## config.mk

```make
export PLATFORM = sky130hd
export DESIGN_NAME = alarm_sequencer
export DESIGN_NICKNAME = d
export VERILOG_FILES = /design/src/rtl/alarm_sequencer.sv
export SDC_FILE = /design/constraint.sdc
export NUM_CORES = 1
export LEC_CHECK = 0
export CELL_PAD_IN_SITES_DETAIL_PLACEMENT = 1
export CELL_PAD_IN_SITES_GLOBAL_PLACEMENT = 2
export CORE_ASPECT_RATIO = 1.1
export CORE_MARGIN = 2
export CORE_UTILIZATION = 34
export CTS_BUF_LIST = sky130_fd_sc_hd__clkbuf_16
export DETAILED_ROUTE_END_ITERATION = 6
export PLACE_DENSITY = 0.86
export SYNTH_ARGS = -nofsm -noshare
export SYNTH_HDL_FRONTEND = slang
export SYNTH_SLANG_ARGS = --single-unit
```

## constraint.sdc

```tcl
create_clock -name clk -period 2.2 [get_ports clk]
set_input_delay 0.44 -clock clk [delete_from_list [all_inputs] [get_ports clk]]
set_output_delay 0.44 -clock clk [all_outputs]
set_load 0.1 [all_outputs]
```

## src/rtl/alarm_sequencer.sv

```systemverilog
// rtl/alarm_sequencer.sv - IR beam-break alarm arm/disarm sequencer
//
// Purpose: synchronizes the IR sensor and the arm/disarm switches, debounces the
// beam-break, and sequences DISARMED -> EXIT_DELAY -> ARMED -> ENTRY_DELAY -> ALARM
// with tick-based countdowns.
//
// Ports:
//   clk            global clock
//   rst_n          synchronous active-low reset
//   ir_sensor      async, 1 = beam broken
//   arm_sw         async arm switch, rising edge acts
//   disarm_sw      async disarm switch, rising edge acts
//   system_armed   high in ARMED, ENTRY_DELAY, ALARM
//   disarmed_state high in DISARMED
//   alarm_active   high in ALARM (buzzer enable)
//   chime          delay-warning beep
//   display_input  00 DISARMED, 01 EXIT/ENTRY delay, 10 ARMED, 11 ALARM
//   countdown      remaining ticks of the current timed state, else 0
//   arm_refused    one-cycle pulse when an arm request is rejected

module alarm_sequencer #(
   parameter int TICK_DIV    = 1000,
   parameter int EXIT_TICKS  = 10,
   parameter int ENTRY_TICKS = 5,
   parameter int ALARM_TICKS = 30,
   parameter int DEBOUNCE    = 4
) (
   input  logic       clk,
   input  logic       rst_n,
   input  logic       ir_sensor,
   input  logic       arm_sw,
   input  logic       disarm_sw,
   output logic       system_armed,
   output logic       disarmed_state,
   output logic       alarm_active,
   output logic       chime,
   output logic [1:0] display_input,
   output logic [7:0] countdown,
   output logic       arm_refused
);

   localparam int PW = $clog2(TICK_DIV);
   localparam int DW = $clog2(DEBOUNCE + 1);
   localparam logic [PW-1:0] LP_TICK_MAX = PW'(TICK_DIV - 1);
   localparam logic [PW-1:0] LP_HALF     = PW'(TICK_DIV / 2);
   localparam logic [DW-1:0] LP_DB_MAX   = DW'(DEBOUNCE - 1);
   localparam logic [7:0]    LP_EXIT     = 8'(EXIT_TICKS);
   localparam logic [7:0]    LP_ENTRY    = 8'(ENTRY_TICKS);
   localparam logic [7:0]    LP_ALARM    = 8'(ALARM_TICKS);

   typedef enum logic [2:0] {
      ST_DISARMED,
      ST_EXIT_DELAY,
      ST_ARMED,
      ST_ENTRY_DELAY,
      ST_ALARM
   } state_t;

   state_t          r_state, w_state_nxt;
   logic [7:0]      r_countdown, w_countdown_nxt;
   logic [PW-1:0]   r_presc, w_presc_nxt;
   logic            r_arm_refused, w_arm_refused_nxt;

   logic            r_ir_meta, r_ir_sync;
   logic            r_arm_meta, r_arm_sync, r_arm_prev;
   logic            r_dis_meta, r_dis_sync, r_dis_prev;
   logic [DW-1:0]   r_db_cnt;

   logic            w_arm_edge, w_dis_edge, w_breach, w_tick;

   // Input synchronizers, switch edge history and the breach debounce counter.
   // The counter saturates at DEBOUNCE-1; breach is the saturated count while the
   // synchronized sample is still high, so it drops on the first low sample.
   always_ff @(posedge clk) begin
      if (!rst_n) begin
         r_ir_meta  <= 1'b0;
         r_ir_sync  <= 1'b0;
         r_arm_meta <= 1'b0;
         r_arm_sync <= 1'b0;
         r_arm_prev <= 1'b0;
         r_dis_meta <= 1'b0;
         r_dis_sync <= 1'b0;
         r_dis_prev <= 1'b0;
         r_db_cnt   <= '0;
      end else begin
         r_ir_meta  <= ir_sensor;
         r_ir_sync  <= r_ir_meta;
         r_arm_meta <= arm_sw;
         r_arm_sync <= r_arm_meta;
         r_arm_prev <= r_arm_sync;
         r_dis_meta <= disarm_sw;
         r_dis_sync <= r_dis_meta;
         r_dis_prev <= r_dis_sync;
         if (!r_ir_sync) begin
            r_db_cnt <= '0;
         end else if (r_db_cnt != LP_DB_MAX) begin
            r_db_cnt <= r_db_cnt + 1'b1;
         end
      end
   end

   assign w_arm_edge = r_arm_sync & ~r_arm_prev;
   assign w_dis_edge = r_dis_sync & ~r_dis_prev;
   assign w_breach   = r_ir_sync && (r_db_cnt == LP_DB_MAX);
   assign w_tick     = (r_presc == LP_TICK_MAX);

   always_ff @(posedge clk) begin
      if (!rst_n) begin
         r_state       <= ST_DISARMED;
         r_countdown   <= 8'd0;
         r_presc       <= '0;
         r_arm_refused <= 1'b0;
      end else begin
         r_state       <= w_state_nxt;
         r_countdown   <= w_countdown_nxt;
         r_presc       <= w_presc_nxt;
         r_arm_refused <= w_arm_refused_nxt;
      end
   end

   // Every state change restarts the prescaler so each timed state lasts exactly
   // ticks * TICK_DIV cycles. An ALARM reload happens on a tick, where the
   // prescaler wraps to 0 anyway.
   always_comb begin
      w_state_nxt       = r_state;
      w_countdown_nxt   = r_countdown;
      w_presc_nxt       = w_tick ? '0 : r_presc + 1'b1;
      w_arm_refused_nxt = 1'b0;

      if (w_dis_edge) begin
         w_state_nxt     = ST_DISARMED;
         w_countdown_nxt = 8'd0;
         w_presc_nxt     = '0;
      end else begin
         case (r_state)
            ST_DISARMED: begin
               if (w_arm_edge) begin
                  if (w_breach) begin
                     w_arm_refused_nxt = 1'b1;
                  end else begin
                     w_state_nxt     = ST_EXIT_DELAY;
                     w_countdown_nxt = LP_EXIT;
                     w_presc_nxt     = '0;
                  end
               end
            end
            ST_EXIT_DELAY: begin
               if (w_tick) begin
                  if (r_countdown == 8'd1) begin
                     w_state_nxt     = ST_ARMED;
                     w_countdown_nxt = 8'd0;
                     w_presc_nxt     = '0;
                  end else if (r_countdown != 8'd0) begin
                     w_countdown_nxt = r_countdown - 8'd1;
                  end
               end
            end
            ST_ARMED: begin
               if (w_breach) begin
                  w_state_nxt     = ST_ENTRY_DELAY;
                  w_countdown_nxt = LP_ENTRY;
                  w_presc_nxt     = '0;
               end
            end
            ST_ENTRY_DELAY: begin
               if (w_tick) begin
                  if (r_countdown == 8'd1) begin
                     w_state_nxt     = ST_ALARM;
                     w_countdown_nxt = LP_ALARM;
                     w_presc_nxt     = '0;
                  end else if (r_countdown != 8'd0) begin
                     w_countdown_nxt = r_countdown - 8'd1;
                  end
               end
            end
            ST_ALARM: begin
               if (w_tick) begin
                  if (r_countdown == 8'd1) begin
                     if (w_breach) begin
                        w_countdown_nxt = LP_ALARM;
                     end else begin
                        w_state_nxt     = ST_ARMED;
                        w_countdown_nxt = 8'd0;
                        w_presc_nxt     = '0;
                     end
                  end else if (r_countdown != 8'd0) begin
                     w_countdown_nxt = r_countdown - 8'd1;
                  end
               end
            end
            default: begin
               w_state_nxt     = ST_DISARMED;
               w_countdown_nxt = 8'd0;
               w_presc_nxt     = '0;
            end
         endcase
      end
   end

   // Moore decode from registers only.
   always_comb begin
      system_armed   = 1'b0;
      disarmed_state = 1'b0;
      alarm_active   = 1'b0;
      chime          = 1'b0;
      display_input  = 2'b00;
      case (r_state)
         ST_DISARMED: begin
            disarmed_state = 1'b1;
         end
         ST_EXIT_DELAY: begin
            display_input = 2'b01;
            chime         = (r_presc < LP_HALF);
         end
         ST_ARMED: begin
            system_armed  = 1'b1;
            display_input = 2'b10;
         end
         ST_ENTRY_DELAY: begin
            system_armed  = 1'b1;
            display_input = 2'b01;
            chime         = (r_presc < LP_HALF);
         end
         ST_ALARM: begin
            system_armed  = 1'b1;
            alarm_active  = 1'b1;
            display_input = 2'b11;
         end
         default: begin
            disarmed_state = 1'b1;
         end
      endcase
   end

   assign countdown   = r_countdown;
   assign arm_refused = r_arm_refused;

endmodule
```

**Yosys cells after proc, flatten, opt, wreduce, memory -nomap -nowiden**

Index checks and enable logic that the tools add are counted.

- Add/subtract/negate cells: 3
- $lt $le $gt $ge: 1
- Equality and inequality tests: 18
- Multiplexer cells: 38
- Bitwise gates (word level): 7
- Reduce and logical (&&, ||, !) cells: 11

Operators by type and width:

| kind | number |
|---|---|
| 2-to-1 mux 10 bit | 8 |
| 2-to-1 mux 8 bit | 10 |
| one-hot mux 10 bit (4 select lines) | 1 |
| one-hot mux 8 bit (5 select lines) | 1 |
| 2-to-1 mux 3 bit | 10 |
| != test 2 bit, second input constant | 10 |
| one-hot mux 3 bit (5 select lines) | 1 |
| adder 10 x 1 -> 10 bit, second input constant | 1 |
| equality test 10 bit, second input constant | 1 |
| < comparator 10 x 9 -> 1 bit, second input constant | 1 |
| AND reduction 10 bit | 1 |
| equality test 3 x 2 -> 1 bit, second input constant | 3 |
| equality test 8 x 1 -> 1 bit, second input constant | 1 |
| nonzero test 8 bit | 1 |
| OR reduction 4 bit | 2 |
| subtractor 8 x 1 -> 8 bit, second input constant | 1 |
| one-hot mux 2 bit (3 select lines) | 1 |
| AND reduction 6 bit | 1 |
| 2-to-1 mux 1 bit | 5 |
| 2-to-1 mux 5 bit | 1 |
| inverter 1 bit | 5 |
| OR reduction 2 bit | 2 |
| adder 3 x 1 -> 3 bit, second input constant | 1 |
| equality test 3 x 1 -> 1 bit, second input constant | 1 |
| 7 further kinds | 8 |

- Register bits after elaboration: 33
- Output and inout bits: 15
- Logic and storage cells: 91

**Longest topological paths before layout**

Gate-level depths: netlist (run 1).

- Word-level depth: 6
- Gate-level depth with buffers: 8

**Worst setup path after synthesis (run 1)**

OpenSTA, ideal clock, no wires.

- Path type: register to output
- Start point: reg r_presc[6]
- End point: out chime
- Arrival time: 2790 ps
- Path slack: -1030 ps
- Stages on the path, launching flop included: 5
- Buffers on the path: 0
- Path through: dfxtp_1 and3_1 and3_1 o21a_1 nor3_1

- Word-level cells in the longest chain between the ends: 2

RTL lines:

| element | RTL line | text |
|---|---|---|
| start, declared | 61 | `logic [PW-1:0] r_presc, w_presc_nxt;` |
| start signal, assigned | 116 | `r_presc <= w_presc_nxt;` |
| < comparator 10 x 9 -> 1 bit | 213, 222 |  |
| 2-to-1 mux 1 bit | -- |  |
| end, declared | 36 | `output logic chime,` |

Every way passes these cells.

**Worst setup path after layout (run 1)**

- Start point: reg r_countdown[1], in the netlist countdown[1]
- End point: reg r_countdown[2], in the netlist countdown[2]

- Word-level cells in the longest chain between the ends: 5

RTL lines:

| element | RTL line | text |
|---|---|---|
| start, declared | 60 | `logic [7:0] r_countdown, w_countdown_nxt;` |
| start signal, assigned | 115 | `r_countdown <= w_countdown_nxt;` |
| subtractor 8 x 1 -> 8 bit or nonzero test 8 bit (tied branches) | -- |  |
| 2-to-1 mux 8 bit | 153, 171, 186 |  |
| 2-to-1 mux 8 bit (on tied branches) | 178, 149, 167 |  |
| 2-to-1 mux 8 bit (on tied branches) | 177, 148, 166 |  |
| one-hot mux 8 bit (5 select lines) (*) | 135 | `case (r_state)` |

Every way passes the cells marked *; elsewhere a longest branch is shown, timed or not. The select of a mux whose other input is x is not followed.
A chain may end at the register's enable or synchronous reset.

==> results of run 1 <==
-- power groups by stage --
stage | Clock [mW] | Sequential, mW | Combinational (mW)
6_report | 0.646 | 0.723 | 1.49
5_1_grt | 0.696 | 0.733 | 1.60
4_1_cts | 0.664 | 0.723 | 1.47
3_5_place_dp | 0 | 0.735 | 1.46
3_3_place_gp | 0 | 0.732 | 1.46
2_1_floorplan | 0 | 0.877 | 0.901
-- per-stage QoR --
stage               power [mW]  instances  TNS (ps)  hold WS (ps)
floorplan                 1.78        209         0           412
global placement          2.19        290         0           414
detailed placement        2.20        290         0           422
CTS                       2.86        297         0           434
global route              3.03        297     -5.88           448
finish                    2.86        297         0           430
-- area by class of cell --
| cell class | instances | share of cell area (%) |
|---|---|---|
| Multi-Input combinational cell | 161 | 47.3 |
| Clock buffer | 5 | 5.39 |
| Tap cell | 58 | 3.12 |
| Clock inverter | 2 | 0.323 |
| Timing Repair Buffer | 32 | 14.0 |
| Inverter | 6 | 0.970 |
| Sequential cell | 33 | 28.9 |
-- worst max-delay path: stages, from the launching register on --
cell and delay, ps:
dfxtp_2 340, inv_1 110, ha_1 240, or3b_2 550, o31ai_1 270, o21ai_0 180, a32o_1 240
-- state kept, by name (all words and copies together) (netlist names), 3 cells and up --
signal,count
r_db_cnt,3
r_state,3
countdown,8
r_presc,10
-- repair_timing --
item,4_1_cts,5_1_grt
setup buffers,0,0
hold buffers,0,0
setup endpoints to repair,0,2
resized for setup,0,4
-- worst paths after layout --
kind | start | to | cells past startpoint
hold reg to reg | r_dis_meta | r_dis_sync | 1
setup / recovery | countdown[1] | countdown[2] | 6
hold / removal | r_dis_meta | r_dis_sync | 1
setup reg to reg | countdown[1] | countdown[2] | 6
-- cell usage in the layout (no fill, tap or decap), types with 2 or more instances in the layout --
cell,netlist,routed
a21oi_1,5,5
a32o_1,2,2
and2_1,10,10
and3_1,4,4
buf_12,0,6
buf_4,0,22
clkbuf_16,0,5
clkdlybuf4s50_1,0,4
dfxtp_1,33,27
dfxtp_2,0,5
ha_1,6,6
inv_1,5,6
mux2i_1,3,3
nand2_1,19,19
nand2b_1,4,4
nand3_1,6,6
nor2_1,27,27
nor3_1,9,8
nor4_1,3,3
nor4b_2,0,2
o211ai_1,3,3
o21a_1,2,2
o21ai_0,8,7
o21ai_2,1,2
o311ai_1,2,2
o31ai_1,6,6
xnor2_1,6,6
xor2_1,6,6
-- kinds of logic after synthesis --
logic type / share of synthesized area [%]
and+or+nand+nor: 29.0
DFF: 36.8
xor gates and xnor gates: 5.86
adders and majority gates: 4.19
AOI/OAI and AO/OA: 18.2
buffers and inverters: 4.26
muxes: 1.67
-- routing by layer --
layer | part of all wire [%] | up-vias | GRT usage (%)
met5 | 0 | - | 0
met4 | 1.6 | 0 | 5.93
met3 | 2.6 | 9 | 3.01
met2 | 50 | 27 | 29.7
met1 | 46 | 766 | 21.6
li1 | - | 808 | -
==> results.ini, run 1 <==
[yosys]
yosys-top-cells-count=dfxtp_1 (33), nor2_1 (27), nand2_1 (19)
synth_ff_type=dfxtp_1
synth_area_per_cell_sq_um=8.58
synth.most_common_cell=dfxtp_1
synth_area_leaders=dfxtp_1 (37%), nor2_1 (5.7%), ha_1 (4.2%), nand2_1 (4.0%), and2_1 (3.5%)
synthArstFlopShare_pct=0
ys_seq_area_share_pct=36.8
synth_cell_type_count=55
yosysWarnings=0
synth_edf_count=0
synth_fp_nets=220
netlist_area_sq_um=1790
synth_top_area_share_pct=36.8
yosys.area.top_type=dfxtp_1
ys_ff_latch=33
netlist_instances=209

[cells_and_area]
syn2layout_area_growth_pct=29.5
final_cell_area_sq_um=2320
multiInputGateArea_sq_um=1100
nFillCells=590
nets=250
final_util_pct=46.1
num_antenna_cells=0
sequential_cell_area_sq_um=671
layout-drive-gt1-share_pct=23.4

[critical_path]
end_kind=register
required_ps=2360
critPathMaxFanout=6
worstSetupStartpointType=register
rrSetupSlack_ps=140
worstPathArrival_ps=2220
path_class=reg2reg

[min_path]
min_path_type=reg2reg

[sta]
fmax_mhz=486
rsz0062_at_grt=yes
setup_viol=0
relSlewSlack_pct=64.9
post-route-period-util_pct=93.4
tightest_slew_ps=522
drv_slew=0
finalClockSkew_ps=4.78
finalCriticalPeriod_ps=2060
hold_violations=0
layout_setup_ws_ps=144

[pwr]
clkPwrFrac_pct=22.6
p_sw_mw=1.27
comb_power_share_pct=52.2
ir_drop_v=0.000526
pwr-share-seq_pct=25.3
p_int_mw=1.59
power.leakage_nw=0.922
swShare_pct=44.4
p_per_area_nw_per_um2=1230

[run_status]
status=finished clean

[drt]
vias=1610
vias_per_cell=5.42
drtPass1Iterations=4
wl_mm=4.61
drt_iter0_drc=63
wire_per_inst_um=15.5
postRouteAntennaNets=0
drc_errors=0

[placed_design]
pre_cts_slack_ps=190
dpl_cell_area_sq_um=2160
hpwl_mm=3.36
portBuffers=19
place_congestion=0.856

[cts]
clockBufferDepth=2
root_buffer=clkbuf_16
clkTransAtPathRegs_ps=50
cts_tree=yes
insertion_delay_ps=270
cts_sinks=33
htreeDepth=2
cts_made_buffers=5

[die]
die_w_um=73.2
rows=27
initial_core_util_pct=35.6
io-pin-count=20
dieArea_sq_um=5870
die_y_um=80.2
coreArea_sq_um=5030

[global_route]
gr-usage-all-layers_pct=17.3
grt_max_degree=14
antenna_found_initial=0
grt_pass1_wl_mm=7.89
grt-ovfl-total=0
grt_pass1_vias=1643

[run]
maxCapViolCount=0

Power figures use the tool's default switching activity.
==> inputs of run 2 (changes only) <==
- CORE_UTILIZATION: 34 -> 36
- PLACE_DENSITY: 0.86 -> 0.9
- SLEW_MARGIN: default -> 20
- clock period: 2.2 -> 2.4 ns (I/O delays scaled with it)
==> run 2 against run 1 <==
Effect of this change: die area down 5.3%; combinational power down 13%; maximum frequency down 4.7%; clock-buffer cell count unchanged; sequential power down 7.6%; final area down 3.9%; worst setup slack better by 99 ps; clock power down 7.1%; wire length down 1.5%; sequential share of layout area up 0.90 points; critical endpoint is now countdown[7]; largest cell class unchanged; largest power group unchanged; highest routed layer unchanged.
==> results.ini, run 2 (synthesis results as in run 1) <==
[run_status]
status=finished clean

[pwr]
p_per_area_nw_per_um2=1150  ; -6.8%
ir_drop_v=0.000655  ; +24%
clkPwrFrac_pct=23.4  ; +0.8 points
p_sw_mw=1.14  ; -10%
p_int_mw=1.43  ; -10%
swShare_pct=44.4  ; about the same
power.leakage_nw=0.874  ; -5.2%
comb_power_share_pct=50.5  ; -1.7 points
pwr-share-seq_pct=26.1  ; +0.8 points
p_total_mw=2.56  ; -10%

[cells_and_area]
final_cell_mix=dfxtp_1 (30), nor2_1 (27), nand2_1 (19)
syn2layout_area_growth_pct=24.4
final_cell_area_sq_um=2230  ; -3.9%
top_register=r_presc
nets=243  ; -2.8%
sequential_cell_area_sq_um=664  ; -0.93%
num_antenna_cells=0  ; unchanged
multiInputGateArea_sq_um=1060  ; -3.1%
layout-drive-gt1-share_pct=18.5  ; -4.9 points
finalNonFillerCells=288  ; -3.0%
largest_reg_flops=10  ; unchanged
final_common_cell=dfxtp_1
nFillCells=551  ; -6.6%

[sta]
setup_viol=0  ; unchanged
drv_slew=0  ; unchanged
rsz0062_at_grt=no
finalCriticalPeriod_ps=2160  ; +101 ps
finalClockSkew_ps=3.73  ; -1.05 ps
tightest_slew_ps=443  ; -79.2 ps
fmax_mhz=464  ; -4.7%
layout_setup_ws_ps=243  ; +98.7 ps
post-route-period-util_pct=89.9  ; -3.6 points
hold_violations=0  ; unchanged
relSlewSlack_pct=70.3  ; +5.4 points

[drt]
wire_per_inst_um=15.8  ; +1.6%
drt_iter0_drc=99  ; +57%
postRouteAntennaNets=0  ; unchanged
drtPass1Iterations=4  ; unchanged
vias_per_cell=5.48  ; +1.1%
wl_mm=4.55  ; -1.5%
drc_errors=0  ; unchanged
vias=1579  ; -1.9%

[critical_path]
critPathMaxFanout=9  ; +3
path_class=reg2reg
critical-path-top-delay-family=compound AO/OA/AOI/OAI gates
slowest_stage=o41ai_1
worstPathArrival_ps=2320  ; +100 ps
crit_buf_inv=0  ; -1
slowest_delay_ps=390  ; -160 ps
path_cells=ha_1 -> ha_1 -> nand2_1 -> a32oi_1 -> o21ai_2 -> or2_1 -> o41ai_1
end_kind=register
required_ps=2570  ; +210 ps
cpMostUsedCell=ha_1
worstSetupStartpointType=register

[cts]
clockBufferDepth=2  ; unchanged
cts_made_buffers=5  ; unchanged
cts_tree=yes
htreeDepth=2  ; unchanged
root_buffer=clkbuf_16
hold_buffers=0  ; unchanged
clkTransAtPathRegs_ps=50  ; about the same
cts_resized=0  ; unchanged
cts_sinks=33  ; unchanged
cts_setup_buffers=0  ; unchanged
insertion_delay_ps=270  ; about the same

[placed_design]
place_congestion=0.821  ; -4.1%
dpl_cell_area_sq_um=2090  ; -3.1%
pre_cts_slack_ps=196  ; +5.77 ps
placed_cells_incl_taps=281  ; -3.1%
portBuffers=19  ; unchanged
hpwl_mm=3.25  ; -3.1%

[die]
die_y_um=78.0  ; -2.7%
dieArea_sq_um=5560  ; -5.3%
coreArea_sq_um=4720  ; -6.3%
io-pin-count=20  ; unchanged
rows=26  ; -3.7%
die_w_um=71.3  ; -2.7%
initial_core_util_pct=38.0  ; +2.4 points

[global_route]
gr-usage-all-layers_pct=18.4  ; +1.1 points
grt_max_degree=14  ; unchanged
antenna_found_initial=0  ; unchanged
grt_pass1_vias=1664  ; +1.3%
grt_pass1_wl_mm=8.15  ; +3.2%
grt-ovfl-total=0  ; unchanged

[min_path]
min_path_type=reg2reg

[run]
maxCapViolCount=0  ; unchanged

==> run 2: changes by cell type in the layout (fill, tap and decap cells not counted), sizes merged <==
cell / change
inv: -1
buf: -7
clkinvlp: +1
==> run 2: power groups by stage <==
stage	clock, mW	sequential [mW]	combinational [mW]
CTS	0.613	0.667	1.30
floorplan	0	0.801	0.823
detailed placement	0	0.678	1.29
global placement	0	0.674	1.29
global route	0.636	0.676	1.40
finish	0.600	0.668	1.30
==> run 2: final timing paths <==
kind	start	endpoint	slack (ps)	cells after the start
max	r_db_cnt[0]	countdown[7]	240	7
min	r_dis_meta	r_dis_sync	430	1
max reg2reg	r_db_cnt[0]	countdown[7]	240	7
min reg2reg	r_dis_meta	r_dis_sync	430	1
==> run 2: metal layers <==
layer | vias to the layer above | track usage (%) | share of wire (%)
met5 | - | 0 | 0
met4 | 0 | 5.28 | 1.1
met2 | 28 | 30.8 | 50
met1 | 753 | 23.8 | 46
met3 | 6 | 3.59 | 2.8
li1 | 792 | - | -
==> run 2: layout make-up <==
| class | instances | area share, % |
|---|---|---|
| inverters | 6 | 1.01 |
| multi-input cells | 161 | 47.7 |
| well taps | 56 | 3.14 |
| clock buffers | 5 | 5.61 |
| clock inverters | 2 | 0.505 |
| repair buffers | 25 | 12.2 |
| flip-flops and latches | 33 | 29.8 |
==> run 2: worst register-to-register path: cells and delay by family (launching register included) <==
family	cells	cell delay, ps
AO/OA/AOI/OAI	3	790
adder cells (fa/ha/maj)	2	430
flip-flops	1	340
AND/OR/NAND/NOR	2	500
==> run 2: stage by stage <==
stage                     setup TNS [ps]  hold WS [ps]  util, %
after global routing                   0           459     47.3
after detailed placement               0           425     44.4
after floorplan                    -11.7           412        -
final                                  0           434     47.3
after CTS                              0           439     47.3
after global placement                 0           413     44.4
==> inputs of run 3 (changes only) <==
- CTS_BUF_LIST: sky130_fd_sc_hd__clkbuf_16 -> default
- CTS_CLUSTER_SIZE: default -> 20
==> run 3 against run 2 <==
Effect of this change: final area decreased by 2.1%; global-route usage decreased by 0.91 points; non-clock buffer count unchanged; flip-flop and latch count unchanged; utilization decreased by 0.98 points; sequential power about the same; cell count unchanged; via count decreased by 0.32%; sequential share of layout area increased by 0.63 points; largest power group unchanged.
==> results.ini, run 3 (synthesis results as in run 1) <==
[placed_design]
pre_cts_slack_ps=196  ; unchanged
place_congestion=0.821  ; unchanged
placed_cells_incl_taps=281  ; unchanged
hpwl_mm=3.25  ; unchanged
portBuffers=19  ; unchanged

[sta]
fin_setup_tns_ps=0  ; unchanged
post-route-period-util_pct=89.8  ; about the same
hold_violations=0  ; unchanged
rsz0062_at_grt=no
fmax_mhz=464  ; about the same
layout_setup_ws_ps=245  ; +1.90 ps
finalCriticalPeriod_ps=2160  ; -1.90 ps
worst_hold_slack_ps=433  ; -0.933 ps
drv_slew=0  ; unchanged
setup_viol=0  ; unchanged
finalClockSkew_ps=6.65  ; +2.92 ps
tightest_slew_ps=439  ; -3.78 ps
relSlewSlack_pct=70.5  ; +0.14 points

[die]
die_y_um=78.0  ; unchanged
rows=26  ; unchanged
io-pin-count=20  ; unchanged
dieArea_sq_um=5560  ; unchanged
coreArea_sq_um=4720  ; unchanged
initial_core_util_pct=38.0  ; unchanged
die_w_um=71.3  ; unchanged

[global_route]
antenna_found_initial=0  ; unchanged
grt-ovfl-total=0  ; unchanged
grt_pass1_wl_mm=7.83  ; -3.9%
grt_pass1_vias=1618  ; -2.8%
grt_max_degree=14  ; unchanged
gr-usage-all-layers_pct=17.5  ; -0.91 points

[cells_and_area]
syn2layout_area_growth_pct=21.8
final_common_cell=dfxtp_1
num_antenna_cells=0  ; unchanged
top_register=r_presc
largest_reg_flops=10  ; unchanged
finalNonFillerCells=288  ; unchanged
nets=243  ; unchanged
nFillCells=552  ; +0.18%
layout-drive-gt1-share_pct=19.0  ; +0.43 points
final_cell_mix=dfxtp_1 (30), nor2_1 (27), nand2_1 (19)

[cts]
cts_made_buffers=5  ; unchanged
hold_buffers=0  ; unchanged
clockBufferDepth=2  ; unchanged
htreeDepth=2  ; unchanged
cts_resized=0  ; unchanged
cts_sinks=33  ; unchanged
root_buffer=clkbuf_8
cts_setup_buffers=0  ; unchanged
clkTransAtPathRegs_ps=70  ; +20 ps
insertion_delay_ps=280  ; about the same
cts_tree=yes

[pwr]
ir_drop_v=0.000651  ; -0.51%
p_total_mw=2.38  ; -7.0%
power.leakage_nw=0.854  ; -2.3%
p_per_area_nw_per_um2=1090  ; -5.0%

[critical_path]
worstSetupStartpointType=register
required_ps=2570  ; about the same
rrSetupSlack_ps=240  ; about the same
reg2reg_from=r_db_cnt[0]
critPathMaxFanout=9  ; unchanged
crit_path_start=r_db_cnt[0]
worstPathArrival_ps=2330  ; about the same
endpoint=countdown[7]
end_kind=register
timing.rr.end=countdown[7]
ff2ff_path_depth=7  ; unchanged
path_class=reg2reg

[drt]
postRouteAntennaNets=0  ; unchanged
drtPass1Iterations=4  ; unchanged
vias=1574  ; -0.32%
wire_per_inst_um=15.1  ; -4.1%
drc_errors=0  ; unchanged
drt_iter0_drc=99  ; unchanged
vias_per_cell=5.47  ; -0.32%
wl_mm=4.36  ; -4.1%

[run_status]
status=finished clean

[min_path]
min_path_type=reg2reg

[run]
maxCapViolCount=0  ; unchanged

[run 3: cell types whose count changed in the layout (fill, tap and decap cells not counted), sizes merged]
cell | before | now
clkinv | 1 | 0
clkbuf | 5 | 6
[run 3: layout make-up]
class	count	area [sq um]	area share [%]
multi-input combinational	161	1060	48.7
clock buffer	6	82.6	3.78
timing repair buffer	25	273	12.5
sequential	33	664	30.4
inverter	6	22.5	1.03
tap	56	70.1	3.21
clock inverter	1	7.51	0.344
[run 3: how the worst min path moves through the flow]
stage | from | end | slack, ps | depth (start not counted)
after global placement | r_ir_meta | r_ir_sync | 410 | 1
after global routing | r_dis_meta | r_dis_sync | 460 | 1
after detailed placement | r_ir_meta | r_ir_sync | 420 | 1
after CTS | r_ir_meta | r_ir_sync | 440 | 1
after floorplan | r_arm_meta | r_arm_sync | 410 | 1
final | r_dis_meta | r_dis_sync | 430 | 1
[run 3: stage by stage]
| step | cell area (sq um) | util (%) |
|---|---|---|
| floorplan | 1810 | - |
| global placement | 2090 | 44.4 |
| detailed placement | 2090 | 44.4 |
| CTS | 2180 | 46.3 |
| global route | 2180 | 46.3 |
| finish | 2180 | 46.3 |
[run 3: critical path, cell delays in order (launching register included)]
cell and delay, ps:
dfxtp_1 350, ha_1 160, ha_1 270, nand2_1 150
a32oi_1 300, o21ai_2 90, or2_1 340, o41ai_1 390
[run 3: power breakdown]
| part | internal (mW) | leakage, nW | switching (mW) |
|---|---|---|---|
| sequential | 0.600 | 0.270 | 0.0653 |
| clock | 0.227 | 0.0433 | 0.199 |
| combinational | 0.450 | 0.541 | 0.843 |
[run 3: layer usage]
metal  wire length, um  track usage, %
met5                 0               0
met4                76            5.66
met3               142            3.08
met2              2120            28.4
met1              2020            23.4
